<file path="src/rtl/branch_resolve_bht.sv">
// Branch resolver with a bimodal table of 2-bit counters for fetch-stage direction
// prediction, plus saturating branch and mispredict statistics.
module branch_resolve_bht #(
  parameter int XLEN        = 32,
  parameter int BHT_ENTRIES = 64,
  parameter int CNT_W       = 32
) (
  input  logic             clk,
  input  logic             rst,
  input  logic [XLEN-1:0]  pred_pc,
  output logic             pred_taken,
  input  logic             ex_valid,
  input  logic [XLEN-1:0]  ex_pc,
  input  logic [3:0]       info_branch,
  input  logic [XLEN-1:0]  reg1,
  input  logic [XLEN-1:0]  reg2,
  input  logic             ex_pred_taken,
  output logic             branch_signal,
  output logic             mispredict,
  output logic [CNT_W-1:0] branch_cnt,
  output logic [CNT_W-1:0] mispredict_cnt
);

  localparam int IW = $clog2(BHT_ENTRIES);

  typedef enum logic [3:0] {
    BR_NONE = 4'd0,
    BR_BEQ  = 4'd1,
    BR_BNE  = 4'd2,
    BR_BLT  = 4'd3,
    BR_BGE  = 4'd4,
    BR_BLTU = 4'd5,
    BR_BGEU = 4'd6,
    BR_JAL  = 4'd7,
    BR_JALR = 4'd8
  } br_kind_e;

  logic [1:0]       bht_q [BHT_ENTRIES];
  logic [CNT_W-1:0] branch_cnt_q, branch_cnt_d;
  logic [CNT_W-1:0] mispredict_cnt_q, mispredict_cnt_d;

  logic [IW-1:0] pred_idx, ex_idx;
  logic          eq, sl, slu;
  logic          is_cond, is_jump;
  logic [1:0]    ctr_cur, ctr_d;

  // Only the word-aligned index bits of each PC address the table.
  logic unused_pc_bits;
  assign unused_pc_bits = ^{pred_pc[1:0], pred_pc[XLEN-1:IW+2], ex_pc[1:0], ex_pc[XLEN-1:IW+2]};

  assign pred_idx = pred_pc[2 +: IW];
  assign ex_idx   = ex_pc[2 +: IW];

  assign eq  = (reg1 == reg2);
  assign sl  = ($signed(reg1) < $signed(reg2));
  assign slu = (reg1 < reg2);

  // NOTE: every variable gets a default before the case so no path leaves it
  // unassigned; otherwise synthesis would infer a latch.
  always_comb begin
    branch_signal = 1'b0;
    is_cond       = 1'b0;
    is_jump       = 1'b0;
    case (info_branch)
      BR_BEQ:  begin is_cond = 1'b1; branch_signal = eq;   end
      BR_BNE:  begin is_cond = 1'b1; branch_signal = !eq;  end
      BR_BLT:  begin is_cond = 1'b1; branch_signal = sl;   end
      BR_BGE:  begin is_cond = 1'b1; branch_signal = !sl;  end
      BR_BLTU: begin is_cond = 1'b1; branch_signal = slu;  end
      BR_BGEU: begin is_cond = 1'b1; branch_signal = !slu; end
      BR_JAL, BR_JALR: begin is_jump = 1'b1; branch_signal = 1'b1; end
      default: ;
    endcase
  end

  assign mispredict = ex_valid & ((is_cond & (branch_signal != ex_pred_taken)) |
                                  (is_jump & !ex_pred_taken));

  // Read reflects the pre-edge table; a same-cycle update is not bypassed.
  assign pred_taken = bht_q[pred_idx][1];

  always_comb begin
    ctr_cur = bht_q[ex_idx];
    ctr_d   = ctr_cur;
    if (branch_signal) begin
      if (ctr_cur != 2'b11) ctr_d = ctr_cur + 2'd1;
    end else begin
      if (ctr_cur != 2'b00) ctr_d = ctr_cur - 2'd1;
    end
  end

  always_comb begin
    branch_cnt_d     = branch_cnt_q;
    mispredict_cnt_d = mispredict_cnt_q;
    if (ex_valid && (is_cond || is_jump) && (branch_cnt_q != '1))
      branch_cnt_d = branch_cnt_q + CNT_W'(1);
    if (mispredict && (mispredict_cnt_q != '1))
      mispredict_cnt_d = mispredict_cnt_q + CNT_W'(1);
  end

  // NOTE: the table is a flop array, not a RAM macro, so it can and must be reset
  // to weakly-not-taken in one cycle; sequential state uses non-blocking assigns
  // so every flop samples pre-edge values.
  always_ff @(posedge clk) begin
    if (rst) begin
      for (int i = 0; i < BHT_ENTRIES; i++) bht_q[i] <= 2'b01;
      branch_cnt_q     <= '0;
      mispredict_cnt_q <= '0;
    end else begin
      if (ex_valid && is_cond) bht_q[ex_idx] <= ctr_d;
      branch_cnt_q     <= branch_cnt_d;
      mispredict_cnt_q <= mispredict_cnt_d;
    end
  end

  assign branch_cnt     = branch_cnt_q;
  assign mispredict_cnt = mispredict_cnt_q;

endmodule

</file>
<file path="config.mk">
export PLATFORM = sky130hd
export DESIGN_NAME = branch_resolve_bht
export DESIGN_NICKNAME = d
export VERILOG_FILES = /design/src/rtl/branch_resolve_bht.sv
export SDC_FILE = /design/constraint.sdc
export NUM_CORES = 1
export LEC_CHECK = 0
export ABC_CLOCK_PERIOD_IN_PS = 8350
export BUFFER_PORTS_ARGS = -buffer_cell sky130_fd_sc_hd__buf_4
export CAP_MARGIN = 20
export CELL_PAD_IN_SITES_DETAIL_PLACEMENT = 0
export CELL_PAD_IN_SITES_GLOBAL_PLACEMENT = 1
export CORE_ASPECT_RATIO = 1.4
export CORE_UTILIZATION = 30
export DETAILED_ROUTE_END_ITERATION = 8
export GPL_ROUTABILITY_DRIVEN = 0
export PLACE_DENSITY_LB_ADDON = 0.1
export SYNTH_ARGS = -nofsm -noshare
export SYNTH_HDL_FRONTEND = slang
export SYNTH_SLANG_ARGS = --single-unit
</file>
<file path="constraint.sdc">
create_clock -name clk -period 8.35 [get_ports clk]
set_input_delay 0.835 -clock clk [delete_from_list [all_inputs] [get_ports clk]]
set_output_delay 0.835 -clock clk [all_outputs]
set_load 0.01 [all_outputs]
</file>
==> impl_metrics.py, run 1 <==
metrics = {
    "min_path": {
        "min_path_cells": 2,
        "hold_path_end": "mispredict_cnt[10]",
        "min_path_type": "reg2reg",
        "hp-start": "mispredict_cnt[10]",
    },
    "worst_setup_path": {
        "crit_family": "simple AND/OR/NAND/NOR gates",
        "start_kind": "primary input",
        "cp_cell_sequence": "buf_4 -> ha_1 -> nand4_2 -> nor2_1 -> a22o_1 -> or4_4 -> or4_4 -> nand4_2 -> nor4_2 -> nor3_2 -> inv_1 -> buf_4",
        "path_buf_inv": 3,
        "worstReg2RegStart": "mispredict_cnt[14]",
        "rr_worst_depth": 10,
        "crit_path_start": "reg1[31]",
        "worstReg2RegEnd": "mispredict_cnt[22]",
        "arrival_ps": 4230,
        "r2r_slack_ps": 5120,
        "crit_required_ps": 7520,
        "crit_slowest_cell": "nor3_2",
        "crit_type": "in2out",
        "cpPeakStageDelay_ps": 860,
        "critPathMaxFanout": 19,
        "crit_path_end_kind": "output port",
    },
    "synthesis": {
        "synth_cell_types": 62,
        "synth_seq_cells": 192,
        "syn_inst": 1098,
        "synthesis.area_mm2": 0.0106,
        "synth-edff-count": 128,
        "synth_area_per_cell_um2": 9.61,
        "synthesis.nets": 1268,
        "ys_seq_area_share_pct": 48.6,
        "synth_flop_cell": "edfxtp_1",
        "async_flop_share_pct": 0,
        "yosys_warnings": 0,
    },
    "finish": {
        "num-nets-final": 1371,
        "final_area_mm2": 0.0127,
        "area_delta_synth_final_pct": 19.9,
        "layout_common_cells": "buf_4 (165), nand2_1 (160), edfxtp_1 (128), nor2_1 (119), nand3_1 (91)",
        "n_antenna_cell": 0,
        "final_common_cell": "buf_4",
        "final_layout_size_suffix_gt1_share_pct": 20.3,
    },
    "cts": {
        "cts_hold_buf": 0,
        "cts_buffers": 17,
        "path_clk_slew_ps": 80,
        "cts_root_buffer": "clkbuf_16",
        "cts_resized": 0,
        "clock_sink_count": 192,
        "postCtsSetupBuffers": 0,
        "cts-htree-levels": 4,
        "clock_latency_ps": 440,
        "clock_path_buffers": 2,
        "cts_tree": "built",
    },
    "sta": {
        "fin_crit_sh_pct": 60.6,
        "slew_violations": 0,
        "hold_viol": 0,
        "slew_headroom_pct": 27.4,
        "worstMarginPinSlew_ps": 1090,
        "clock.fmax_mhz": 198,
        "period_needed_ps": 5060,
        "rsz0062_at_grt": "no",
        "fin_setup_tns_ps": 0,
        "setup_viol": 0,
        "clock_skew_ps": 14.4,
    },
    "power": {
        "vdd_drop_max_v": 0.000117,
        "powerDensity_mw_per_mm2": 168,
        "p_leak_nw": 4.60,
    },
    "placed_design": {
        "dp_hpwl_mm": 21.2,
        "dpl_cell_area_mm2": 0.0121,
        "port_buffers": 150,
    },
    "grt": {
        "grt_usage_pct": 17.9,
        "grt_pass1_vias": 8662,
        "overflow": 0,
        "grt_antenna_before_repair": 0,
        "grt_max_degree": 69,
        "grt_pass1_wl_mm": 49.1,
    },
    "routing": {
        "ant_nets": 0,
        "totalWireLength_mm": 31.5,
        "first_pass_iters": 7,
        "drc_errors": 0,
        "vias": 8609,
        "avgViaCountPerCell": 5.17,
        "routedWlPerCell_um": 18.9,
        "initialDrtViolationCount": 388,
    },
    "floorplanning": {
        "dieArea_mm2": 0.0359,
        "num_io_pins": 203,
        "initial_utilization_pct": 30.7,
        "design.core.area_mm2": 0.0343,
        "fp-row-count": 80,
        "die_h_um": 224,
        "die_x_um": 161,
    },
    "status": {
        "status": "finished clean",
    },
    "flow_run": {
        "maxCapViolations": 0,
    },
}
## how the worst max path moves through the flow
stage | endpoint | slack, ps | depth (start not counted)
3_3_place_gp | mispredict | 3290 | 12
5_1_grt | mispredict | 2980 | 13
4_1_cts | mispredict | 3290 | 12
2_1_floorplan | mispredict | 4140 | 12
3_5_place_dp | mispredict | 3290 | 12
6_report | mispredict | 3290 | 12
## power breakdown
part | switching, W | internal, W
sequential | 0.0000116 | 0.00103
clock | 0.000378 | 0.000449
combinational | 0.000164 | 0.0000927
total | 0.000554 | 0.00157
## Yosys cell counts (all sizes together), types with 33 or more instances
cell / count / share of area [%]
inv: 46 / 1.6
nand2: 160 / 5.7
a22oi: 49 / 3.5
nand4: 33 / 2.1
a21oi: 41 / 1.9
nand3: 91 / 4.3
nor2: 119 / 4.2
edfxtp: 128 / 36
clkbuf: 60 / 2.1
ha: 34 / 4.0
dfxtp: 64 / 12
## state kept, by name, indices dropped and copies added (netlist names)
name and flops:
bht_q 128, mispredict_cnt 32, branch_cnt 32
## kinds of logic after synthesis
group / count (synthesis) / synth area share [%]
simple gates: 514 / 23.6
flops: 192 / 48.6
compound gates: 172 / 11.3
buf+inv: 127 / 4.77
fa+ha+maj: 36 / 4.22
xor+xnor: 29 / 2.41
mux: 28 / 5.19
## worst reg2reg max path, delay by kind of cell (launching register included)
kind | cells | cell delay (ps)
muxes | 1 | 280
AOI/OAI and AO/OA | 1 | 90
and+or+nand+nor | 7 | 1910
buffers and inverters | 1 | 390
DFF | 1 | 430
## routing by layer
metal	track usage [%]	vias up	part of all wire, %
li1	-	4230	-
met5	0	-	0
met4	5.07	0	1.3
met3	3.50	23	4.6
met1	20.5	4170	41
met2	33.3	186	53
## final cells by class
| class | count | area, um2 |
|---|---|---|
| Clock inverter | 12 | 104 |
| Timing Repair Buffer | 165 | 1240 |
| Inverter | 46 | 174 |
| Tap cell | 451 | 564 |
| Clock buffer | 20 | 479 |
| Sequential cell | 192 | 5120 |
| Multi-Input combinational cell | 779 | 4970 |
| Fill cell | 3468 | 21700 |
## per-stage QoR
| step | setup WS (ps) | total power [W] | cells | hold slack (ps) | utilization [%] |
|---|---|---|---|---|---|
| 6_report | 3290 | 0.00213 | 1665 | 503 | 36.8 |
| 5_1_grt | 2980 | 0.00221 | 1665 | 538 | 36.8 |
| 2_1_floorplan | 4140 | 0.00122 | 1098 | 503 | - |
| 4_1_cts | 3290 | 0.00215 | 1665 | 505 | 36.8 |
| 3_5_place_dp | 3290 | 0.00133 | 1633 | 493 | 35.1 |
| 3_3_place_gp | 3290 | 0.00132 | 1632 | 483 | 35.1 |
(Power assumes the default switching activity.)
==> run 2: changes to the inputs <==
--- a/config.mk
+++ b/config.mk
@@ -5,7 +5,7 @@
 export SDC_FILE = /design/constraint.sdc
 export NUM_CORES = 1
 export LEC_CHECK = 0
-export ABC_CLOCK_PERIOD_IN_PS = 8350
+export ABC_CLOCK_PERIOD_IN_PS = 4900
 export BUFFER_PORTS_ARGS = -buffer_cell sky130_fd_sc_hd__buf_4
 export CAP_MARGIN = 20
 export CELL_PAD_IN_SITES_DETAIL_PLACEMENT = 0
==> constraint.sdc (replaced) <==
create_clock -name clk -period 4.9 [get_ports clk]
set_input_delay 0.49 -clock clk [delete_from_list [all_inputs] [get_ports clk]]
set_output_delay 0.49 -clock clk [all_outputs]
set_load 0.01 [all_outputs]
==> impl_metrics.py, run 2 (synthesized netlist as in run 1, its figures left out) <==
metrics = {
    "power": {
        "seqPwrFrac_pct": 48.3,
        "intPower_w": 0.00272,
        "power_switching_w": 0.000956,
        "p_leak_nw": 4.66,
        "clockPowerShare_pct": 39.4,
        "powerDensity_mw_per_mm2": 288,
        "switching_share_pct": 26.0,
        "pwr-share-comb_pct": 12.4,
        "vdd_drop_max_v": 0.000197,
    },
    "routing": {
        "routedWlPerCell_um": 19.2,
        "ant_nets": 0,
        "totalWireLength_mm": 32.1,
        "initialDrtViolationCount": 555,
        "first_pass_iters": 7,
        "vias": 8742,
        "drc_errors": 0,
        "avgViaCountPerCell": 5.22,
    },
    "cts": {
        "clock_path_buffers": 2,
        "clock_latency_ps": 450,
        "cts_buffers": 17,
        "postCtsSetupBuffers": 0,
        "cts_hold_buf": 0,
        "path_clk_slew_ps": 70,
        "cts_resized": 0,
        "cts_tree": "built",
        "clock_sink_count": 192,
        "cts-htree-levels": 4,
        "cts_root_buffer": "clkbuf_16",
    },
    "min_path": {
        "min_path_type": "in2reg",
    },
    "sta": {
        "rsz0062_at_grt": "no",
        "fin_setup_tns_ps": 0,
        "clock_skew_ps": 14.1,
        "fin_ws_ps": 1120,
        "slew_violations": 0,
        "hold_viol": 0,
        "setup_viol": 0,
        "whs_ps": 445,
        "period_needed_ps": 3780,
        "slew_headroom_pct": 31.6,
        "fin_crit_sh_pct": 77.2,
        "clock.fmax_mhz": 264,
        "worstMarginPinSlew_ps": 1030,
    },
    "floorplanning": {
        "fp-row-count": 80,
        "num_io_pins": 203,
        "dieArea_mm2": 0.0359,
        "die_h_um": 224,
        "design.core.area_mm2": 0.0343,
        "die_x_um": 161,
        "initial_utilization_pct": 30.7,
    },
    "placed_design": {
        "port_buffers": 150,
        "pre_cts_ws_ps": 936,
        "dp_hpwl_mm": 22.3,
    },
    "finish": {
        "final_common_cell": "buf_4",
        "multi_input_area_mm2": 0.00496,
        "final_core_utilization_pct": 37.2,
        "largest_register": "bht_q",
        "fill_cells": 3470,
        "final_layout_size_suffix_gt1_share_pct": 20.9,
        "layout_common_cells": "buf_4 (171), nand2_1 (160), edfxtp_1 (128), nor2_1 (119), nand3_1 (91)",
        "largest_register_ffs": 128,
        "seq_area_mm2": 0.00512,
        "n_antenna_cell": 0,
        "num-nets-final": 1380,
        "area_delta_synth_final_pct": 20.9,
    },
    "grt": {
        "grt_pass1_wl_mm": 50.5,
        "overflow": 0,
        "grt_max_degree": 70,
        "grt_pass1_vias": 8926,
        "grt_usage_pct": 18.4,
        "grt_antenna_before_repair": 0,
    },
    "worst_setup_path": {
        "crit_required_ps": 4410,
        "crit_type": "in2out",
        "crit_path_end_kind": "output port",
        "critPathMaxFanout": 19,
        "start_kind": "primary input",
        "arrival_ps": 3290,
    },
    "status": {
        "status": "finished clean",
    },
    "flow_run": {
        "maxCapViolations": 0,
    },
}
run 2: cell types whose count changed in the layout (fill, tap and decap cells not counted), sizes merged:
cell    previous run  this run
buf              165       174
bufinv             2         3
clkbuf            20        19
clkinv             4         7
inv               52        49
run 2: path summary, 6_finish.rpt:
kind / from / to / slack [ps] / cells after the start
setup / recovery: reg1[31] / mispredict / 1120 / 13
hold reg to reg: mispredict_cnt[23] / mispredict_cnt[23] / 500 / 2
hold / removal: ex_pc[4] / bht_q[40][0] / 440 / 3
setup reg to reg: mispredict_cnt[14] / mispredict_cnt[22] / 1660 / 10
run 2: through the flow:
stage	std cells	cell area, um2	total power, W
floorplan	1098	10600	0.00207
global placement	1640	12100	0.00227
detailed placement	1642	12200	0.00227
CTS	1674	12800	0.00372
global route	1674	12800	0.00381
finish	1674	12800	0.00368
run 2: cell type report:
| class | count | share of cell area [%] |
|---|---|---|
| flip-flops and latches | 192 | 40.2 |
| inverters | 46 | 1.36 |
| multi-input cells | 779 | 38.9 |
| repair buffers | 174 | 10.5 |
| well taps | 451 | 4.42 |
| clock inverters | 13 | 1.07 |
| clock buffers | 19 | 3.64 |
run 2: critical path, cell delays in order:
cell     delay (ps)
buf_4           110
ha_1            380
nand4_2         170
nor4_1          490
nand3_1         200
mux2i_1         210
a21o_1          150
nand4_2         130
nor4_2          450
nor3_2           90
buf_4           210
inv_1            90
buf_4           130
run 2: layer usage:
metal,share of wire (%),track usage (%),vias up
li1,-,-,4251
met1,40,20.8,4234
met2,53,34.0,213
met3,4.3,3.48,44
met4,2.4,6.39,0
met5,0,0,-
run 2: power groups by stage:
stage                     combinational, W  clock (W)  sequential [W]
after floorplan                   0.000268          0         0.00180
after global placement            0.000459          0         0.00181
after detailed placement          0.000461          0         0.00181
after CTS                         0.000462    0.00148         0.00178
after global routing              0.000500    0.00154         0.00178
final                             0.000455    0.00145         0.00178
==> run 3: changes to the inputs <==
--- a/config.mk
+++ b/config.mk
@@ -5,7 +5,8 @@
 export SDC_FILE = /design/constraint.sdc
 export NUM_CORES = 1
 export LEC_CHECK = 0
-export ABC_CLOCK_PERIOD_IN_PS = 4900
+export ABC_AREA = 1
+export ABC_CLOCK_PERIOD_IN_PS = 3320
 export BUFFER_PORTS_ARGS = -buffer_cell sky130_fd_sc_hd__buf_4
 export CAP_MARGIN = 20
 export CELL_PAD_IN_SITES_DETAIL_PLACEMENT = 0
==> constraint.sdc (replaced) <==
create_clock -name clk -period 3.32 [get_ports clk]
set_input_delay 0.332 -clock clk [delete_from_list [all_inputs] [get_ports clk]]
set_output_delay 0.332 -clock clk [all_outputs]
set_load 0.01 [all_outputs]
==> impl_metrics.py, run 3 <==
metrics = {
    "synthesis": {
        "synth-edff-count": 128,
        "synthesis.area_mm2": 0.0118,
        "synth_flop_cell": "edfxtp_1",
        "synth_area_leaders": "edfxtp_1 (33%), dfxtp_1 (11%), nand2_1 (10%)",
        "synth_cell_types": 50,
        "async_flop_share_pct": 0,
        "yosys_warnings": 0,
        "synth.most_common_cell": "nand2_1",
        "syn_inst": 1581,
        "synth.top_cell.area_share_pct": 32.5,
        "synthesis.nets": 1751,
        "ys_top_cells_by_count": "nand2_1 (321), nor2_1 (273), inv_1 (250), edfxtp_1 (128), nand3_1 (111)",
        "synth_area_per_cell_um2": 7.47,
        "synth_seq_cells": 192,
        "ys_seq_area_share_pct": 43.4,
        "synth_largest_area_cell": "edfxtp_1",
    },
    "floorplanning": {
        "dieArea_mm2": 0.0402,
        "initial_utilization_pct": 30.6,
        "die_h_um": 237,
        "num_io_pins": 203,
        "die_x_um": 170,
        "design.core.area_mm2": 0.0386,
        "fp-row-count": 85,
    },
    "routing": {
        "vias": 10944,
        "initialDrtViolationCount": 547,
        "ant_nets": 0,
        "totalWireLength_mm": 39.8,
        "avgViaCountPerCell": 4.84,
        "first_pass_iters": 5,
        "drc_errors": 0,
        "routedWlPerCell_um": 17.6,
    },
    "worst_setup_path": {
        "critPathMaxFanout": 5,
        "crit_required_ps": 2990,
        "path_buf_inv": 3,
        "crit_type": "in2out",
        "cp_cell_sequence": "buf_4 -> ha_1 -> nand2_1 -> nor2_2 -> nand2_1 -> inv_1 -> a21oi_1 -> a21oi_1 -> nor2_2 -> nand3_2 -> nand2_1 -> nand3_2 -> a21boi_0 -> buf_4",
        "crit_path_frequent_cell": "nand2_1",
        "crit_path_end_kind": "output port",
        "arrival_ps": 2580,
        "cpPeakStageDelay_ps": 370,
        "critical_path_depth": 14,
        "crit_family": "simple AND/OR/NAND/NOR gates",
        "crit_slowest_cell": "a21oi_1",
        "start_kind": "primary input",
        "rr_worst_depth": 19,
    },
    "sta": {
        "setup_viol": 0,
        "slew_violations": 0,
        "rsz0062_at_grt": "no",
        "clock.fmax_mhz": 343,
        "slew_headroom_pct": 42.0,
        "clock_skew_ps": 14.8,
        "whs_ps": 407,
        "hold_viol": 0,
        "fin_setup_tns_ps": 0,
        "worstMarginPinSlew_ps": 870,
        "period_needed_ps": 2910,
        "fin_ws_ps": 406,
        "fin_crit_sh_pct": 87.8,
    },
    "grt": {
        "grt_pass1_wl_mm": 61.1,
        "grt_max_degree": 64,
        "grt_usage_pct": 20.2,
        "grt_pass1_vias": 10914,
        "use_met2_pct": 38.5,
        "grt_antenna_before_repair": 0,
        "use_met1_pct": 22.3,
        "overflow": 0,
        "met3_usage_pct": 3.36,
        "top_usage_layer": "met2",
    },
    "cts": {
        "cts_hold_buf": 0,
        "path_clk_slew_ps": 80,
        "cts_root_buffer": "clkbuf_16",
        "cts-htree-levels": 4,
        "cts_tree": "built",
        "clock_latency_ps": 460,
        "cts_buffers": 17,
        "clock_path_buffers": 2,
        "clock_sink_count": 192,
    },
    "power": {
        "vdd_drop_max_v": 0.000239,
        "powerDensity_mw_per_mm2": 406,
        "power_w": 0.00579,
        "p_leak_nw": 5.54,
    },
    "finish": {
        "final_core_utilization_pct": 36.9,
        "layout_common_cells": "nand2_1 (321), nor2_1 (273), inv_1 (250), buf_4 (179), edfxtp_1 (128)",
        "largest_register_ffs": 128,
        "area_delta_synth_final_pct": 20.5,
        "final_layout_size_suffix_gt1_share_pct": 15.4,
        "fill_cells": 4161,
        "largest_register": "bht_q",
        "final_common_cell": "nand2_1",
        "seq_area_mm2": 0.00512,
        "num-nets-final": 1895,
        "n_antenna_cell": 0,
        "multi_input_area_mm2": 0.00534,
    },
    "flow_run": {
        "maxCapViolations": 0,
    },
    "min_path": {
        "min_path_type": "in2reg",
        "min_path_cells": 4,
    },
    "status": {
        "status": "finished clean",
    },
    "placed_design": {
        "port_buffers": 150,
        "pre_cts_ws_ps": 221,
        "dp_hpwl_mm": 28.7,
    },
}
[run 3: cell types whose count changed after synthesis, moves of 30 or more]
cell,previous run,this run
a22oi_1,49,19
nor3_1,8,46
inv_1,45,250
nor2_1,119,273
nand2_1,160,321
clkbuf_1,60,29
o21ai_0,17,65
[run 3: logic make-up after synthesis]
group                    after synthesis  synth area share (%)
buffers and inverters                323                  11.5
flip-flops                           192                  43.4
XOR/XNOR                               8                 0.593
AO/OA/AOI/OAI                        190                  10.2
AND/OR/NAND/NOR                      834                  30.7
adder cells (fa/ha/maj)               34                  3.60
[run 3: timing repair]
action / in CTS / in global routing
buffers inserted: 0 / 0
setup endpoints to repair: 0 / 1
gates resized for setup: 0 / 1
[run 3: stage by stage]
step                      cell area [um2]  cells
after global routing                14200   2260
after detailed placement            13600   2228
final                               14200   2260
after global placement              13600   2228
after CTS                           14200   2260
after floorplan                     11800   1581
[run 3: power breakdown]
part           total [W]  switching, W  internal (W)
Combinational   0.000873      0.000570      0.000304
Sequential       0.00261     0.0000291       0.00258
Clock            0.00230       0.00102       0.00128
Total            0.00579       0.00162       0.00416
[run 3: path summary, 6_finish.rpt]
| kind | end | from | slack (ps) |
|---|---|---|---|
| max | mispredict | reg1[31] | 410 |
| min | bht_q[47][0] | ex_pc[2] | 410 |
| max reg2reg | mispredict_cnt[19] | mispredict_cnt[1] | 450 |
| min reg2reg | branch_cnt[30] | branch_cnt[30] | 480 |
[run 3: routing by layer]
metal	wire length (um)	part of all wire, %	vias to the layer above
met3	1390	3.5	45
met5	0	0	-
met1	16000	40	5186
met2	21600	54	211
met4	835	2.1	0
li1	-	-	5502
[run 3: area by class of cell]
cell class                 count  area share, %
multi-input combinational   1066           37.5
sequential                   192           36.0
timing repair buffer         187           10.6
inverter                     261           6.89
tap                          522           4.59
clock buffer                  18           3.01
clock inverter                14           1.43
[run 3: worst min-delay path: cells and delay by family]
kind,cells,cell delay [ps]
buffers and inverters,1,140
and+or+nand+nor,3,280
